### config.mk
export PLATFORM = sky130hd
export DESIGN_NAME = if_fetch_unit
export DESIGN_NICKNAME = d
export VERILOG_FILES = /design/src/rtl/rv32i_types.sv /design/src/rtl/if_fetch_unit.sv
export SDC_FILE = /design/constraint.sdc
export NUM_CORES = 1
export LEC_CHECK = 0
export CAP_MARGIN = 20
export CORE_AREA = 2 2 91 158
export CTS_CLUSTER_DIAMETER = 60
export CTS_CLUSTER_SIZE = 24
export DETAILED_ROUTE_END_ITERATION = 16
export DIE_AREA = 0 0 93 160
export GPL_TIMING_DRIVEN = 0
export PLACE_DENSITY_LB_ADDON = 0.05
export SYNTH_ARGS = -nofsm -noshare
export SYNTH_HDL_FRONTEND = slang
export SYNTH_SLANG_ARGS = --single-unit
export TNS_END_PERCENT = 5
### constraint.sdc
create_clock -name clk -period 2.4 [get_ports clk]
set_input_delay 0.48 -clock clk [delete_from_list [all_inputs] [get_ports clk]]
set_output_delay 0.48 -clock clk [all_outputs]
set_load 0.03 [all_outputs]
### src/rtl/rv32i_types.sv
// rv32i_types: shared rv32i pipeline types and constants
package rv32i_types;

    localparam logic [31:0] RESET_PC_DEFAULT = 32'h0000_0060;

    typedef enum logic [1:0] {
        REQ     = 2'd0,
        HOLD    = 2'd1,
        DISCARD = 2'd2
    } fetch_state_t;

endpackage

### src/rtl/if_fetch_unit.sv
// if_fetch_unit: rv32i IF stage, owns the fetch PC and the instruction-memory read handshake
module if_fetch_unit
    import rv32i_types::*;
#(
    parameter logic [31:0] RESET_PC = RESET_PC_DEFAULT
) (
    input  logic        clk,
    input  logic        rst,
    input  logic        if_stall,
    input  logic        redirect_valid,
    input  logic [31:0] redirect_pc,
    input  logic [31:0] inst_mem_rdata,
    input  logic        inst_mem_resp,
    output logic        inst_mem_read,
    output logic [31:0] inst_mem_address,
    output logic        if_valid,
    output logic [31:0] if_pc,
    output logic [31:0] if_instruction
);

    fetch_state_t state_q, state_d;
    logic [31:0]  pc_q, pc_d, req_addr_q, req_addr_d;
    logic         if_valid_q, if_valid_d;
    logic [31:0]  if_pc_q, if_pc_d, if_instruction_q, if_instruction_d;
    logic [31:0]  redirect_target;

    assign redirect_target  = {redirect_pc[31:2], 2'b00};
    assign inst_mem_read    = (state_q != HOLD);
    assign inst_mem_address = req_addr_q;
    assign if_valid         = if_valid_q;
    assign if_pc            = if_pc_q;
    assign if_instruction   = if_instruction_q;

    // Next-state: fetch sequencing, squashing of wrong-path responses, output capture
    always_comb begin
        state_d          = state_q;
        pc_d             = pc_q;
        req_addr_d       = req_addr_q;
        if_valid_d       = if_valid_q;
        if_pc_d          = if_pc_q;
        if_instruction_d = if_instruction_q;
        case (state_q)
            REQ: begin
                if (inst_mem_resp && redirect_valid) begin
                    pc_d       = redirect_target;
                    req_addr_d = redirect_target;
                end else if (inst_mem_resp) begin
                    if_valid_d       = 1'b1;
                    if_pc_d          = req_addr_q;
                    if_instruction_d = inst_mem_rdata;
                    pc_d             = pc_q + 32'd4;
                    state_d          = HOLD;
                end else if (redirect_valid) begin
                    pc_d    = redirect_target;
                    state_d = DISCARD;
                end
            end
            HOLD: begin
                if (redirect_valid) begin
                    pc_d       = redirect_target;
                    req_addr_d = redirect_target;
                    state_d    = REQ;
                end else if (!if_stall) begin
                    if_valid_d = 1'b0;
                    req_addr_d = pc_q;
                    state_d    = REQ;
                end
            end
            DISCARD: begin
                // The outstanding read stays on the bus; the newest redirect target wins
                if (redirect_valid) pc_d = redirect_target;
                if (inst_mem_resp) begin
                    req_addr_d = pc_d;
                    state_d    = REQ;
                end
            end
            default: state_d = REQ;
        endcase
        if (redirect_valid) if_valid_d = 1'b0;
    end

    // State and output registers with synchronous active-low reset
    always_ff @(posedge clk) begin
        if (!rst) begin
            state_q          <= REQ;
            pc_q             <= RESET_PC;
            req_addr_q       <= RESET_PC;
            if_valid_q       <= 1'b0;
            if_pc_q          <= 32'd0;
            if_instruction_q <= 32'd0;
        end else begin
            state_q          <= state_d;
            pc_q             <= pc_d;
            req_addr_q       <= req_addr_d;
            if_valid_q       <= if_valid_d;
            if_pc_q          <= if_pc_d;
            if_instruction_q <= if_instruction_d;
        end
    end

endmodule
==> impl_metrics.tcl, run 1 <==
set metrics [dict create \
    clock-sinks 131 \
    place_inst 1118 \
    vdd.ir_drop.worst_uv 709 \
    cp.arrival_ns 2.62 \
    crit_start "inst_mem_resp" \
    die_height_microns 160 \
    drv_cap 0 \
    clk_latency_ns 0.42 \
    path_max_fanout 10 \
    vias 6540 \
    cp-start-kind "input pin" \
    placed_area_sq_mm 0.00785 \
    hpwl_microns 16700 \
    fmax_mhz 425 \
    grt_remaining_overflow 0 \
    syn_area_sq_mm 0.00600 \
    cts_tree "done" \
    worstMarginPinSlew_ns 0.855 \
    fin_crit_sh 0.980 \
    grt_pass1_wl_microns 33400 \
    post-route-drc-count 0 \
    synth-seq-cells 131 \
    p_leak_nw 3.00 \
    holdBufCountCts 0 \
    wl_per_cell_microns 18.8 \
    core.rowCount 57 \
    mostFrequentLayoutCell "nand2_1" \
    holdWs_ns 0.453 \
    hold_path.class "flip-flop to flip-flop" \
    cts.path.max_buffers 2 \
    die_w_microns 93 \
    crit_path_end_kind "flip-flop" \
    synthArstFlopShare 0 \
    grt_max_degree 17 \
    final_cell_mix "nand2_1, clkdlybuf4s50_1, dfxtp_1, a21oi_1, nor2_1" \
    area_growth_pct 42.1 \
    netlist_instances 778 \
    wl_met2_microns 11200 \
    grtUsageTotal 0.289 \
    skew_ns 0.00889 \
    vias_per_cell 5.69 \
    dr.pass1.iters 7 \
    outcome "finished clean" \
    core-area_sq_mm 0.0137 \
    crit_type "input pin to flip-flop" \
    dieArea_sq_mm 0.0149 \
    powerDensity_mw_per_mm2 758 \
    fillers 1276 \
    globalplace.congestion 0.999 \
    io_buffer_count 163 \
    relSlewSlack 0.428 \
    setup-violations-final 0 \
    cts.reportedPaths.clkPinSlew_ns 0.06 \
    routed.top_layer "met4" \
    start_util 0.438 \
    drv_slew 0 \
    drtIter0Drc 424 \
    synth-edff-count 0 \
    yosysWarnings 0 \
    grt_pass1_vias 6408 \
    wl_met3_microns 1640 \
    antenna_found_initial 0 \
    layout_min_cycle_time_ns 2.35 \
    htree_levels 4 \
    n_antenna_cell 0 \
    synth.distinct_cells 56 \
    ys.flop_type "dfxtp_1" \
    design_area_sq_mm 0.00852 \
    routed_wirelength_microns 21700 \
    cts_root_buf "clkbuf_16" \
    ys_seq_area_frac 0.437 \
    place_ws_ns -0.725 \
    nets 1035 \
    syn_nets 852 \
    wl_met1_microns 7700 \
    rsz0062_at_grt "yes" \
    hold_viol_final 0 \
    setup_tns_ns 0 \
    min_from "if_instruction[4]" \
    layout-drive-gt1-share 0.0750 \
    fin_ws_ns 0.0489 \
    finalNonFillerCells 1150 \
    cp.required_ns 2.67 \
    r2r_start "pc_q[5]" \
    pin_count 167 \
    ant_nets 0 \
    cts_buffers 17 \
    syn_area_per_cell_sq_um 7.71 \
]
## state kept, by name, indices dropped and copies added, names as in the netlist
signal and cells:
pc_q 32, if_pc 32, inst_mem_address 32, if_valid 1
if_instruction 32, state_q 2
## Yosys cell counts (2+ instances only)
| cell | number | area, sq um |
|---|---|---|
| a31oi_1 | 2 | 12.5 |
| a21oi_1 | 75 | 375 |
| o21ai_0 | 13 | 65.1 |
| inv_1 | 11 | 41.3 |
| a21boi_0 | 16 | 120 |
| a32oi_1 | 2 | 17.5 |
| ha_1 | 5 | 62.6 |
| and3_1 | 3 | 18.8 |
| a311oi_1 | 29 | 254 |
| mux2i_1 | 6 | 60.1 |
| nand2_1 | 213 | 800 |
| nor3_1 | 11 | 55.1 |
| nand3_1 | 18 | 90.1 |
| a211oi_1 | 3 | 22.5 |
| and4_1 | 2 | 17.5 |
| dfxtp_1 | 131 | 2620 |
| o31ai_1 | 2 | 15.0 |
| a221oi_1 | 4 | 35.0 |
| o211ai_1 | 3 | 22.5 |
| o22ai_1 | 10 | 62.6 |
| mux2_2 | 4 | 45.0 |
| nor2_1 | 62 | 233 |
| or2_2 | 4 | 25.0 |
| nand2b_1 | 8 | 50.1 |
| o221a_2 | 2 | 22.5 |
| nor3b_1 | 3 | 22.5 |
| clkbuf_1 | 61 | 229 |
| nor2b_1 | 10 | 62.6 |
| nor4_1 | 7 | 43.8 |
| xor2_1 | 4 | 35.0 |
| and2_1 | 2 | 12.5 |
| nand4_1 | 9 | 56.3 |
| o221ai_1 | 12 | 105 |
| o311ai_0 | 2 | 17.5 |
| a22oi_1 | 8 | 60.1 |
## worst max-delay path, cell delays in order
cell and delay (ns):
clkdlybuf4s50_1 0.60, clkbuf_2 0.35, nor2b_2 0.45, o21ai_0 0.32, a222oi_1 0.31, a21oi_1 0.11
## layer usage
layer	up-vias	GRT usage
met5	-	0
met3	70	0.0618
li1	3103	-
met4	0	0.164
met1	3009	0.304
met2	358	0.521
## report_power, final
| part | internal [mW] | switching (mW) |
|---|---|---|
| sequential | 2.34 | 0.150 |
| clock | 1.64 | 1.02 |
| combinational | 0.524 | 0.792 |
## area by class of cell
type                            count  area (sq um)  share of cell area
Multi-Input combinational cell    572          3120               0.366
Sequential cell                   131          2620               0.308
Timing Repair Buffer              165          1650               0.194
Clock buffer                       17           425              0.0499
Buffer                             62           255              0.0300
Tap cell                          177           221              0.0260
Clock inverter                     14           179              0.0210
Inverter                           12          46.3             0.00543
## cell families after synthesis
family          after synthesis  share of synthesized area
simple gates                360                      0.265
compound gates              193                      0.217
flops                       131                      0.437
buf+inv                      75                     0.0472
mux                          10                     0.0175
fa+ha+maj                     5                     0.0104
xor+xnor                      4                    0.00584
## worst paths after layout
path | endpoint | slack [ns] | cells after the start
max | pc_q[14] | 0.05 | 6
min | if_instruction[4] | 0.45 | 2
max reg2reg | pc_q[27] | 0.05 | 5
min reg2reg | if_instruction[4] | 0.45 | 2
## through the flow
step | power, mW | utilization
detailed placement | 3.81 | 0.573
finish | 6.46 | 0.622
CTS | 6.47 | 0.620
global route | 6.71 | 0.622
floorplan | 3.24 | -
global placement | 3.79 | 0.573
## timing repair
action | CTS | global route
buffers inserted | 0 | 2
setup endpoints to repair | 91 | 85
pin swaps | 0 | 1
resized for setup | 17 | 19
No activity file was read; power rests on OpenSTA's default activity.
==> run 2, diff against run 1 <==
--- a/config.mk
+++ b/config.mk
@@ -6,11 +6,11 @@
 export NUM_CORES = 1
 export LEC_CHECK = 0
 export CAP_MARGIN = 20
-export CORE_AREA = 2 2 91 158
+export CORE_AREA = 2 2 92 160
 export CTS_CLUSTER_DIAMETER = 60
 export CTS_CLUSTER_SIZE = 24
 export DETAILED_ROUTE_END_ITERATION = 16
-export DIE_AREA = 0 0 93 160
+export DIE_AREA = 0 0 94 162
 export GPL_TIMING_DRIVEN = 0
 export PLACE_DENSITY_LB_ADDON = 0.05
 export SYNTH_ARGS = -nofsm -noshare
==> constraint.sdc (replaced) <==
create_clock -name clk -period 2 [get_ports clk]
set_input_delay 0.4 -clock clk [delete_from_list [all_inputs] [get_ports clk]]
set_output_delay 0.4 -clock clk [all_outputs]
set_load 0.03 [all_outputs]
==> run 2 against run 1 <==
Net effect:
- utilization grew 0.37 points
- critical path depth shrank 1
- clock power grew 16%
- sequential power grew 20%
- sequential cell count is the same
- combinational power grew 23%
- critical path type unchanged
- largest cell class unchanged
- highest routed layer unchanged
==> impl_metrics.tcl, run 2 (same netlist as run 1, synthesis figures left out) <==
set metrics [dict create \
    outcome "finished clean" \
    grt_max_degree 17 \
    grt_remaining_overflow 0 \
    mostFrequentLayoutCell "nand2_1" \
    worstMarginPinSlew_ns 0.790 \
    critical-path-top-cell-by-count "clkbuf_1" \
    cp.required_ns 2.27 \
    pin_count 167 \
    powerDensity_mw_per_mm2 883 \
    cp-start-kind "input pin" \
    layout_min_cycle_time_ns 1.98 \
    hpwl_microns 16800 \
    post-route-drc-count 0 \
    start_util 0.431 \
    n_antenna_cell 0 \
    hold_viol_final 0 \
    core-area_sq_mm 0.0139 \
    grt_pass1_wl_microns 33800 \
    crit_type "input pin to flip-flop" \
    layout-drive-gt1-share 0.121 \
    cts_root_buf "clkbuf_16" \
    critPathSlowestCell "clkbuf_1" \
    drv_cap 0 \
    final_cell_mix "nand2_1, clkdlybuf4s50_1, dfxtp_1, a21oi_1, nor2_1" \
    dr.pass1.iters 5 \
    htree_levels 4 \
    clock-sinks 131 \
    grt_pass1_vias 6481 \
    core.rowCount 57 \
    cts_buffers 17 \
    routed_wirelength_microns 21900 \
    finalNonFillerCells 1154 \
    grtUsageTotal 0.289 \
    place_inst 1118 \
    path_max_fanout 10 \
    cts_tree "done" \
    globalplace.congestion 0.981 \
    slowest_delay_ns 0.66 \
    die_w_microns 94 \
    cts.reportedPaths.clkPinSlew_ns 0.06 \
    ant_nets 0 \
    vias 6472 \
    cp.arrival_ns 2.26 \
    antenna_found_initial 0 \
    drtIter0Drc 311 \
    fmax_mhz 504 \
    cts.path.max_buffers 2 \
    drv_slew 0 \
    skew_ns 0.0104 \
    setup-violations-final 0 \
    die_height_microns 162 \
    relSlewSlack 0.474 \
    dieArea_sq_mm 0.0152 \
    nets 1039 \
    area_growth_pct 45.2 \
    rsz0062_at_grt "yes" \
    fin_crit_sh 0.992 \
    io_buffer_count 163 \
    wl_per_cell_microns 19.0 \
    setup_tns_ns 0 \
    clk_latency_ns 0.42 \
    vias_per_cell 5.61 \
    hold_path.class "flip-flop to flip-flop" \
    crit_chain "clkdlybuf4s50_1, inv_1, clkbuf_1, clkbuf_1, o22ai_1" \
    vdd.ir_drop.worst_uv 589 \
    p_leak_nw 3.12 \
    crit_path_end_kind "flip-flop" \
]
==> run 2: cell count changes in the layout (fill, tap and decap cells not counted), sizes merged <==
cell,before,now
buf,5,15
dlymetal6s2s,1,0
clkinvlp,2,3
bufinv,3,2
clkbuf,76,71
==> run 2: final cells by class <==
cell class / count / area, sq um
Fill cell: 1310 / 5200
Buffer: 58 / 278
Timing Repair Buffer: 173 / 1700
Clock inverter: 14 / 154
Sequential cell: 131 / 2640
Tap cell: 177 / 221
Clock buffer: 17 / 425
Inverter: 12 / 46.3
Multi-Input combinational cell: 572 / 3240
==> run 2: path summary, 6_finish.rpt <==
check	from	end	slack (ns)	cells past startpoint
setup reg to reg	pc_q[2]	pc_q[16]	0.05	6
setup / recovery	rst	pc_q[13]	0.02	5
hold reg to reg	if_instruction[17]	if_instruction[17]	0.45	2
hold / removal	if_instruction[17]	if_instruction[17]	0.45	2
==> run 2: per-stage QoR <==
step / hold slack (ns) / setup slack [ns] / instance area [sq um] / total power, mW / utilization
after floorplan: 0.443 / 0.00978 / 6000 / 3.88 / -
after global placement: 0.441 / -1.20 / 7850 / 4.55 / 0.565
after detailed placement: 0.448 / -1.18 / 7850 / 4.58 / 0.565
after CTS: 0.457 / -0.0180 / 8600 / 7.70 / 0.619
after global routing: 0.473 / -0.0828 / 8710 / 7.98 / 0.626
final: 0.452 / 0.0159 / 8710 / 7.69 / 0.626
==> run 2: worst max-delay path, delay by kind of cell <==
kind,cells,cell delay [ns]
buf+inv,4,1.65
compound gates,1,0.20
==> run 2: timing repair <==
item | 4_1_cts | 5_1_grt
resized for setup | 58 | 37
endpoints found under the setup margin | 132 | 123
hold buffers | 0 | 0
buffers inserted | 5 | 5
hold endpoints to repair | 0 | 0
cloned | 0 | 0
pin swaps | 2 | 2
==> run 2: metal layers <==
metal | vias to the layer above | GRT usage | share of wire
met3 | 75 | 0.0552 | 0.063
met5 | - | 0 | 0
met4 | 0 | 0.165 | 0.060
met2 | 291 | 0.522 | 0.51
li1 | 3128 | - | -
met1 | 2978 | 0.306 | 0.36
==> run 2: power breakdown <==
| group | total (mW) | switching (mW) | internal [mW] | leakage, nW |
|---|---|---|---|---|
| registers | 2.99 | 0.187 | 2.81 | 1.08 |
| logic | 1.62 | 0.954 | 0.662 | 1.76 |
| clock network | 3.08 | 1.23 | 1.84 | 0.276 |
